==> config.mk <==
export PLATFORM = sky130hd
export DESIGN_NAME = step_op_decoder_flat
export DESIGN_NICKNAME = d
export VERILOG_FILES = /design/src/rtl/step_op_decoder_pkg.sv /design/src/rtl/step_op_decoder_if.sv /design/src/rtl/step_op_decoder_sat_counter.sv /design/src/rtl/step_op_decoder.sv /design/src/flat_wrapper.sv
export SDC_FILE = /design/constraint.sdc
export NUM_CORES = 1
export LEC_CHECK = 0
export CAP_MARGIN = 20
export CORE_MARGIN = 2
export CORE_UTILIZATION = 53
export CTS_CLUSTER_DIAMETER = 80
export CTS_CLUSTER_SIZE = 30
export DETAILED_ROUTE_END_ITERATION = 8
export PLACE_DENSITY_LB_ADDON = 0.08
export SYNTH_ARGS = -nofsm -noshare
export SYNTH_HDL_FRONTEND = slang
export SYNTH_SLANG_ARGS = --single-unit
==> constraint.sdc <==
create_clock -name clk -period 3.3 [get_ports clk]
set_input_delay 0.33 -clock clk [delete_from_list [all_inputs] [get_ports clk]]
set_output_delay 0.33 -clock clk [all_outputs]
set_load 0.01 [all_outputs]
==> src/rtl/step_op_decoder_pkg.sv <==
// Shared types and the step-to-op decode function for the step-counter
// receiver.
package step_op_pkg;

    typedef enum logic [1:0] {
        OP_INC1 = 2'b00,
        OP_DEC1 = 2'b01,
        OP_INC2 = 2'b10,
        OP_DEC2 = 2'b11
    } op_t;

    typedef enum logic [1:0] {
        IDLE  = 2'd0,
        TRACK = 2'd1,
        LOST  = 2'd2
    } dec_state_t;

    typedef struct packed {
        logic legal;
        op_t  op;
    } dec_t;

    // Map a modular step (already reduced to w bits, zero-extended) to its op.
    // w must be at least 3 so that +2 and -2 are distinct, and below 32.
    function automatic dec_t delta_to_op(input logic [31:0] delta, input int unsigned w);
        logic [31:0] mask;
        dec_t        res;
        mask      = (32'd1 << w) - 32'd1;
        res.legal = 1'b1;
        res.op    = OP_INC1;
        if (delta == 32'd1) begin
            res.op = OP_INC1;
        end else if (delta == mask) begin
            res.op = OP_DEC1;
        end else if (delta == 32'd2) begin
            res.op = OP_INC2;
        end else if (delta == mask - 32'd1) begin
            res.op = OP_DEC2;
        end else begin
            res.legal = 1'b0;
        end
        return res;
    endfunction

endpackage

==> src/rtl/step_op_decoder_if.sv <==
// Sample stream in, decoded op / error / lock status out.
// Handshake: in_valid qualifies value for exactly one cycle; there is no
// ready, the receiver always accepts. op_valid and err are single-cycle
// pulses; op_out is meaningful only when op_valid is high and holds otherwise.
interface step_op_decoder_if #(
    parameter int W = 8
);
    logic         in_valid;
    logic [W-1:0] value;
    logic [1:0]   op_out;
    logic         op_valid;
    logic         err;
    logic         locked;

    modport master (
        output in_valid, value,
        input  op_out, op_valid, err, locked
    );

    modport slave (
        input  in_valid, value,
        output op_out, op_valid, err, locked
    );
endinterface

==> src/rtl/step_op_decoder_sat_counter.sv <==
// Saturating statistics counter with synchronous clear that wins over inc.
module sat_counter #(
    parameter int CNT_W = 16
) (
    input  logic             clk,
    input  logic             rst_n,
    input  logic             clr,
    input  logic             inc,
    output logic [CNT_W-1:0] count
);

    // Count up to all-ones and stick there; clear takes priority.
    always_ff @(posedge clk) begin
        if (!rst_n) begin
            count <= '0;
        end else if (clr) begin
            count <= '0;
        end else if (inc && (count != {CNT_W{1'b1}})) begin
            count <= count + 1'b1;
        end
    end

endmodule

==> src/rtl/step_op_decoder.sv <==
// Step-counter receiver: recovers the op behind each counter step, flags
// illegal steps while tracking, and keeps saturating per-op / error counts.
module step_op_decoder
    import step_op_pkg::*;
#(
    parameter int W         = 8,
    parameter int CNT_W     = 16,
    parameter int ERR_LIMIT = 3
) (
    input  logic              clk,
    input  logic              rst_n,
    step_op_decoder_if.slave  bus,
    input  logic              clr_stats,
    output logic [CNT_W-1:0]  cnt_inc1,
    output logic [CNT_W-1:0]  cnt_dec1,
    output logic [CNT_W-1:0]  cnt_inc2,
    output logic [CNT_W-1:0]  cnt_dec2,
    output logic [CNT_W-1:0]  err_cnt,
    output dec_state_t        state_dbg
);

    localparam int CW = $clog2(ERR_LIMIT + 1);

    dec_state_t    state;
    logic [W-1:0]  prev;
    logic [CW-1:0] consec_err;
    logic [W-1:0]  delta;
    dec_t          dec;
    logic          track_legal;
    logic          track_illegal;

    // Modular step from the previous sample and its decoded op.
    always_comb begin
        delta         = bus.value - prev;
        dec           = delta_to_op(32'(delta), W);
        track_legal   = bus.in_valid && (state == TRACK) && dec.legal;
        track_illegal = bus.in_valid && (state == TRACK) && !dec.legal;
    end

    assign state_dbg = state;

    // Lock state machine with registered op/err pulses and lock flag.
    always_ff @(posedge clk) begin
        if (!rst_n) begin
            state        <= IDLE;
            prev         <= '0;
            consec_err   <= '0;
            bus.op_out   <= 2'b00;
            bus.op_valid <= 1'b0;
            bus.err      <= 1'b0;
            bus.locked   <= 1'b0;
        end else begin
            bus.op_valid <= 1'b0;
            bus.err      <= 1'b0;
            if (bus.in_valid) begin
                prev <= bus.value;
                case (state)
                    IDLE: begin
                        state      <= TRACK;
                        bus.locked <= 1'b1;
                    end
                    TRACK: begin
                        if (dec.legal) begin
                            bus.op_valid <= 1'b1;
                            bus.op_out   <= dec.op;
                            consec_err   <= '0;
                        end else begin
                            bus.err <= 1'b1;
                            if (consec_err == CW'(ERR_LIMIT - 1)) begin
                                state      <= LOST;
                                bus.locked <= 1'b0;
                                consec_err <= '0;
                            end else begin
                                consec_err <= consec_err + 1'b1;
                            end
                        end
                    end
                    LOST: begin
                        // Re-acquire silently on the first legal step.
                        if (dec.legal) begin
                            state      <= TRACK;
                            bus.locked <= 1'b1;
                        end
                    end
                    default: begin
                        state      <= IDLE;
                        bus.locked <= 1'b0;
                    end
                endcase
            end
        end
    end

    sat_counter #(.CNT_W(CNT_W)) u_cnt_inc1 (
        .clk(clk), .rst_n(rst_n), .clr(clr_stats),
        .inc(track_legal && (dec.op == OP_INC1)), .count(cnt_inc1)
    );

    sat_counter #(.CNT_W(CNT_W)) u_cnt_dec1 (
        .clk(clk), .rst_n(rst_n), .clr(clr_stats),
        .inc(track_legal && (dec.op == OP_DEC1)), .count(cnt_dec1)
    );

    sat_counter #(.CNT_W(CNT_W)) u_cnt_inc2 (
        .clk(clk), .rst_n(rst_n), .clr(clr_stats),
        .inc(track_legal && (dec.op == OP_INC2)), .count(cnt_inc2)
    );

    sat_counter #(.CNT_W(CNT_W)) u_cnt_dec2 (
        .clk(clk), .rst_n(rst_n), .clr(clr_stats),
        .inc(track_legal && (dec.op == OP_DEC2)), .count(cnt_dec2)
    );

    sat_counter #(.CNT_W(CNT_W)) u_err_cnt (
        .clk(clk), .rst_n(rst_n), .clr(clr_stats),
        .inc(track_illegal), .count(err_cnt)
    );

endmodule

==> src/flat_wrapper.sv <==
// flat-port wrapper written by rule: the top's interface ports become plain ports
module step_op_decoder_flat import step_op_pkg::*;
#(
    parameter int W         = 8,
    parameter int CNT_W     = 16,
    parameter int ERR_LIMIT = 3
)
  (clk, rst_n, clr_stats, cnt_inc1, cnt_dec1, cnt_inc2, cnt_dec2, err_cnt, state_dbg, bus_in_valid, bus_value, bus_op_out, bus_op_valid, bus_err, bus_locked);
  step_op_decoder_if #(.W(W)) bus_i ();
  input  logic clk;
  input  logic rst_n;
  input  logic clr_stats;
  output logic [CNT_W-1:0] cnt_inc1;
  output logic [CNT_W-1:0] cnt_dec1;
  output logic [CNT_W-1:0] cnt_inc2;
  output logic [CNT_W-1:0] cnt_dec2;
  output logic [CNT_W-1:0] err_cnt;
  output dec_state_t state_dbg;
  input wire logic [$bits(bus_i.in_valid)-1:0] bus_in_valid;
  input wire logic [$bits(bus_i.value)-1:0] bus_value;
  output wire logic [$bits(bus_i.op_out)-1:0] bus_op_out;
  output wire logic [$bits(bus_i.op_valid)-1:0] bus_op_valid;
  output wire logic [$bits(bus_i.err)-1:0] bus_err;
  output wire logic [$bits(bus_i.locked)-1:0] bus_locked;
  assign bus_i.in_valid = bus_in_valid;
  assign bus_i.value = bus_value;
  assign bus_op_out = bus_i.op_out;
  assign bus_op_valid = bus_i.op_valid;
  assign bus_err = bus_i.err;
  assign bus_locked = bus_i.locked;
  step_op_decoder #(.W(W), .CNT_W(CNT_W), .ERR_LIMIT(ERR_LIMIT)) u_core (.clk(clk), .rst_n(rst_n), .bus(bus_i), .clr_stats(clr_stats), .cnt_inc1(cnt_inc1), .cnt_dec1(cnt_dec1), .cnt_inc2(cnt_inc2), .cnt_dec2(cnt_dec2), .err_cnt(err_cnt), .state_dbg(state_dbg));
endmodule
==> metrics.csv, run 1 <==
metric,value,unit
min_period,3.159,ns
grt_overflow,0,
hold_viol,0,
ys_seq_elements,96,
dp.final_hpwl,9981,microns
syn_inst,629,
power_density,346.3,nW/um^2
crit_fanout,8,
max_slew_margin,0.4206,
cts_buffer_depth,2,
final_area,7058,sq um
path_cells,"clkdlybuf4s50_1, inv_1, fa_2, nand2b_1, a21oi_2, xor2_1, or4_4, or4_4, buf_4, or3_1, a21oi_1",
start_util,0.5402,
crit_type,input port to register,
setup_viol,0,
drtPass1Iterations,5,
cap_violations,0,
cpMostUsedCell,or4_4,
pin_count,99,
htreeDepth,3,
skew,0.01046,ns
clkTransAtPathRegs,0.09,ns
antenna_found_initial,0,
reg2reg_from,u_core.prev[1],
p_leak,2.370,nW
status,"complete, no violations",
p_sw,0.6088,mW
cts_hold_buf,0,
grt_use_total,0.2548,
rows,36,
grt_start_max_net_pins,42,
dr.first_iter.drc_count,238,
max_freq,316.5,MHz
cts-root-buf,clkbuf_8,
rr_endpoint,u_core.u_cnt_dec2.count[2],
port_buffers,98,
die_area,10680,sq um
cp_num_cells,11,
setup-tns-final,0,ns
wl_per_cell,15.42,microns
combPwrFrac,0.140,
synth_top_area_cell,dfxtp_1,
routabilityCongestion,0.8603,
ant_nets,0,
critPathArrivalTime,3.44,ns
synth_nets,655,
postSynth.asyncResetShare,0,
cts-buffers-inserted,9,
timing.final.max_slew_violations,0,
clk_latency,0.37,ns
num_vias,5408,
worst_r2r_path_depth,13,
clockPowerShare,0.380,
path_delay_family,simple AND/OR/NAND/NOR gates,
slowest_stage,or4_4,
p_int,1.835,mW
start_kind,input port,
cp_num_buf_inv,3,
switching_share,0.2491,
die_y,103.4,microns
rsz0062_at_grt,no,
seqPwrFrac,0.480,
synth_ff_type,dfxtp_1,
finalCoreUtilization,0.7288,
critPathRequiredTime,3.58,ns
yosysTopAreaCellShare,0.3674,
max-vdd-ir-drop,251.3,uV
num_antenna_cells,0,
wl,13920,microns
layout.nets,791,
syn_area,5231,sq um
die_x,103.4,microns
worstHoldEndpoint,u_core.prev[0],
cp-end-kind,register,
finalNonFillerCells,903,
hold_path.class,input port to register,
yosysSeqAreaShare,0.3674,
dpl_cell_area,6763,sq um
synth_edf_count,0,
synth_area_leaders,"dfxtp_1 (37%), or4_1 (6.2%), a21oi_1 (6.1%)",
grt_pass1_vias,4796,
cts_tree,done,
grt_pass1_wl,21860,microns
layout-drive-gt1-share,0.1364,
r2r_slack,0.17,ns
min_period_over_period,0.9574,
drc,0,
max_stage_delay,0.54,ns
holdPathStages,3,
syn_area_per_cell,8.317,sq um
synth.distinct_cells,54,
worstMarginPinSlew,0.8690,ns
yosysWarnings,0,
clock_sinks,96,
avgViaCountPerCell,5.989,
min_from,bus_value[0],
core,9684,sq um
dp.cells,886,
area.growth.synth_to_final,34.92,%
==> cell usage after synthesis (8+ instances only) <==
master / count
and2_1: 8
nor2_1: 32
a21oi_1: 64
mux2i_1: 12
inv_1: 18
nand4_1: 20
or4_1: 43
nor2b_1: 13
nand2b_1: 11
or3_1: 12
and4_1: 10
nand3_1: 29
nor3_1: 14
ha_1: 13
nand2_1: 44
nor4_1: 9
and3_1: 13
clkbuf_1: 35
o31ai_1: 40
dfxtp_1: 96
xnor2_1: 14
o21ai_0: 19
==> cell usage in the layout (no fill, tap or decap), types with 5 or more instances in the layout <==
cell and instances:
and3_1 13, nor2b_1 12, clkdlybuf4s50_1 97, or3_1 11, a41o_1 5, a21oi_1 60, inv_1 18, buf_4 62
mux2i_1 12, xnor2_1 14, and2_1 8, nand2_1 44, clkbuf_8 9, nand4_1 20, o31ai_1 40, nor3_1 13
nand2b_1 10, a31oi_1 6, o21ai_0 19, or4_1 40, nor2_1 32, nor4_1 9, nand3_1 29, ha_1 13
and4_1 10, dfxtp_1 96
==> power by group through the flow <==
stage	clock [mW]	combinational, mW	sequential (mW)
2_1_floorplan	0	0.177	1.20
3_5_place_dp	0	0.328	1.20
5_1_grt	0.986	0.373	1.18
3_3_place_gp	0	0.320	1.20
6_report	0.928	0.343	1.17
4_1_cts	0.937	0.331	1.17
==> metal layers <==
metal	track usage	vias up	routed length, microns
met5	0	-	0
met4	0.07996	0	154
met3	0.05914	15	798
met2	0.4278	144	6898
met1	0.3251	2592	6068
li1	-	2657	-
==> worst max-delay path by stage <==
| stage | start | to |
|---|---|---|
| 3_3_place_gp | bus_value[0] | u_core.u_cnt_inc2.count[8] |
| 4_1_cts | bus_value[0] | u_core.u_cnt_inc1.count[9] |
| 6_report | bus_value[1] | u_core.u_cnt_inc1.count[7] |
| 2_1_floorplan | bus_value[0] | u_core.u_cnt_inc1.count[15] |
| 5_1_grt | bus_value[1] | u_core.u_cnt_inc1.count[11] |
| 3_5_place_dp | bus_value[0] | u_core.u_cnt_inc1.count[9] |
==> flip-flops by register name, summed over array words and instances, names as in the netlist <==
signal and count:
u_core.u_cnt_dec2.count 16, u_core.bus.locked 1, u_core.state_dbg 1, u_core.bus.op_out 2, u_core.u_err_cnt.count 16, u_core.u_cnt_inc2.count 16
u_core.bus.op_valid 1, u_core.prev 8, u_core.bus.err 1, u_core.consec_err 2, u_core.u_cnt_inc1.count 16, u_core.u_cnt_dec1.count 16
==> per-stage QoR <==
| stage | worst slack, ns | hold WS [ns] | total power [mW] |
|---|---|---|---|
| floorplan | 0.2358 | 0.4683 | 1.377 |
| global placement | -0.3256 | 0.4780 | 1.520 |
| detailed placement | -0.4248 | 0.4893 | 1.529 |
| CTS | 0.01337 | 0.5028 | 2.441 |
| global route | 0.02544 | 0.3331 | 2.534 |
| finish | 0.1407 | 0.2906 | 2.444 |
==> cell families (layout without fill, tap and decap cells) <==
group | count (synthesis) | count (layout) | synth area share
AND/OR/NAND/NOR | 271 | 271 | 0.2987
adder cells (fa/ha/maj) | 14 | 14 | 0.03492
multiplexers | 12 | 12 | 0.02296
flip-flops | 96 | 96 | 0.3674
buffers and inverters | 58 | 199 | 0.04425
AO/OA/AOI/OAI | 160 | 160 | 0.2016
XOR/XNOR | 18 | 18 | 0.03014
==> worst register-to-register path: cells and delay by family (launching register included) <==
kind	cells	cell delay [ns]
compound gates	4	1.02
fa+ha+maj	1	0.27
flops	1	0.40
simple gates	3	0.56
buf+inv	5	0.73
==> cell type report <==
type                            count  area [sq um]
Multi-Input combinational cell    475          3127
Fill cell                         769          2626
Sequential cell                    96          1922
Timing Repair Buffer              165          1540
Tap cell                          133         166.4
Clock buffer                       11         131.4
Clock inverter                      5         103.9
Inverter                           18         67.56
==> repair_timing <==
item,CTS,global route
gates resized for setup,1,13
setup endpoints to repair,10,43
hold endpoints to repair,0,0
pin swaps,0,5
setup buffers,0,1
(Power assumes the default switching activity.)
==> inputs of run 2 (changes only) <==
--- a/config.mk
+++ b/config.mk
@@ -5,7 +5,7 @@
 export SDC_FILE = /design/constraint.sdc
 export NUM_CORES = 1
 export LEC_CHECK = 0
-export CAP_MARGIN = 20
+export CAP_MARGIN = 40
 export CORE_MARGIN = 2
 export CORE_UTILIZATION = 53
 export CTS_CLUSTER_DIAMETER = 80
==> results of run 2 <==
Final layout, timing and power as in run 1 (identical DEF).
==> inputs of run 3 (changes only) <==
--- a/config.mk
+++ b/config.mk
@@ -5,9 +5,10 @@
 export SDC_FILE = /design/constraint.sdc
 export NUM_CORES = 1
 export LEC_CHECK = 0
+export ABC_CLOCK_PERIOD_IN_PS = 3300
 export CAP_MARGIN = 40
 export CORE_MARGIN = 2
-export CORE_UTILIZATION = 53
+export CORE_UTILIZATION = 40
 export CTS_CLUSTER_DIAMETER = 80
 export CTS_CLUSTER_SIZE = 30
 export DETAILED_ROUTE_END_ITERATION = 8
==> metrics.csv, run 3 (synthesized netlist as in run 1, its figures left out) <==
metric,value,unit,change
status,"complete, no violations",,
final_common_cell,clkdlybuf4s50_1,,
pin_count,99,,unchanged
seqPwrFrac,0.463,,-0.017
die_x,118.4,microns,+15%
avgViaCountPerCell,5.731,,-4.3%
rsz0062_at_grt,no,,
grt_start_max_net_pins,48,,+14%
skew,0.009825,ns,-0.0006304 ns
grt_use_total,0.2048,,-0.05005
area.growth.synth_to_final,36.95,%,
p_sw,0.6691,mW,+9.9%
max-vdd-ir-drop,329.6,uV,+31%
max_slew_margin,0.6055,,+0.1848
timing.final.max_slew_violations,0,,unchanged
finalNonFillerCells,942,,+4.3%
p_leak,2.390,nW,+0.83%
routabilityCongestion,0.8306,,-3.5%
cts-buffers-inserted,9,,unchanged
most-common-layout-cells,"clkdlybuf4s50_1 (97), dfxtp_1 (96), a21oi_1 (61), buf_4 (61), nand2_1 (44)",,
clkTransAtPathRegs,0.07,ns,-0.02 ns
port_buffers,98,,unchanged
min_period_over_period,0.9430,,-0.01435
core,12670,sq um,+31%
die_area,14010,sq um,+31%
critPathArrivalTime,3.40,ns,-0.04 ns
layout-drive-gt1-share,0.1403,,+0.003896
worstMarginPinSlew,0.5873,ns,-0.2818 ns
layout.nets,791,,unchanged
dr.first_iter.drc_count,377,,+58%
clock_sinks,96,,unchanged
max_freq,321.3,MHz,+1.5%
start_util,0.4129,,-0.1273
p_int,1.866,mW,+1.7%
grt_overflow,0,,unchanged
regArea,1922,sq um,unchanged
min_period,3.112,ns,-0.04735 ns
cts_tree,done,,
clk_latency,0.36,ns,about the same
dp.cells,924,,+4.3%
htreeDepth,3,,unchanged
max_stage_delay,0.54,ns,about the same
cp-end-kind,register,,
ant_nets,0,,unchanged
dp.final_hpwl,10370,microns,+3.9%
drc,0,,unchanged
hold_path.class,input port to register,,
num_antenna_cells,0,,unchanged
antenna_found_initial,0,,unchanged
start_kind,input port,,
cap_violations,0,,unchanged
switching_share,0.2639,,+0.01487
grt_pass1_wl,24000,microns,+9.8%
critPathRequiredTime,3.59,ns,about the same
multi_input_area,3134,sq um,+0.24%
rows,41,,+14%
setup-tns-final,0,ns,unchanged
clockPowerShare,0.400,,+0.020
path_cells,"clkdlybuf4s50_1, ha_1, nor2b_1, buf_4, o2111ai_1, o311ai_4, or3_4, or4_4, buf_6, or3_1, a21oi_1",,
crit_fanout,8,,unchanged
setup_viol,0,,unchanged
wl,14390,microns,+3.4%
hold_viol,0,,unchanged
die_y,118.4,microns,+15%
combPwrFrac,0.137,,-0.003
slowest_stage,or4_4,,
crit_type,input port to register,,
num_vias,5399,,-0.17%
fillerInstances,1218,,+58%
power_density,353.8,nW/um^2,+2.2%
grt_pass1_vias,4975,,+3.7%
cts_buffer_depth,2,,unchanged
wl_per_cell,15.27,microns,-0.92%
drtPass1Iterations,5,,unchanged
cts-root-buf,clkbuf_16,,
## run 3: repair_timing
item | CTS | global route
buffers inserted | 0 | 2
endpoints found under the setup margin | 12 | 50
pin swaps | 0 | 5
resized for setup | 3 | 13
hold buffers | 0 | 0
cloned | 0 | 0
## run 3: layout make-up
class / count / area share
multi-input combinational: 475 / 0.4375
sequential: 96 / 0.2682
timing repair buffer: 165 / 0.2155
clock buffer: 10 / 0.03336
tap: 172 / 0.03004
inverter: 18 / 0.009431
clock inverter: 6 / 0.005938
## run 3: per-stage QoR
step | hold WS [ns] | worst slack, ns | utilization | area, sq um | power (mW)
final | 0.2826 | 0.1881 | 0.5654 | 7164 | 2.535
after global placement | 0.4762 | -0.3304 | 0.5370 | 6804 | 1.526
after CTS | 0.5008 | 0.01455 | 0.5601 | 7097 | 2.550
after detailed placement | 0.4895 | -0.4362 | 0.5370 | 6804 | 1.533
after global routing | 0.2920 | 0.03013 | 0.5654 | 7164 | 2.640
after floorplan | 0.4683 | 0.2358 | - | 5231 | 1.377
## run 3: path summary, 6_finish.rpt
| path | startpoint | to | slack, ns | depth (start not counted) |
|---|---|---|---|---|
| worst max register to register | u_core.prev[0] | u_core.u_cnt_inc2.count[10] | 0.20 | 10 |
| worst min register to register | u_core.u_err_cnt.count[4] | u_core.u_err_cnt.count[4] | 0.50 | 2 |
| worst min-delay path | bus_value[0] | u_core.prev[0] | 0.28 | 3 |
| worst max-delay path | bus_value[1] | u_core.u_cnt_inc1.count[13] | 0.19 | 11 |
## run 3: critical path, delay by kind of cell
kind | cells | cell delay, ns
AOI/OAI and AO/OA | 3 | 0.59
adders and majority gates | 1 | 0.30
buffers and inverters | 3 | 0.75
and+or+nand+nor | 4 | 1.42
## run 3: power by group through the flow
stage	clock, mW	combinational (mW)	sequential [mW]
final	1.01	0.347	1.17
after CTS	1.04	0.336	1.17
after global routing	1.08	0.383	1.18
after floorplan	0	0.177	1.20
after global placement	0	0.325	1.20
after detailed placement	0	0.332	1.20
## run 3: routing by layer
layer / GRT usage / share of wire / vias to the layer above
met1: 0.2677 / 0.47 / 2574
li1: - / - / 2678
met3: 0.05647 / 0.047 / 14
met4: 0.05271 / 0.0096 / 0
met5: 0 / 0 / -
met2: 0.3327 / 0.48 / 133
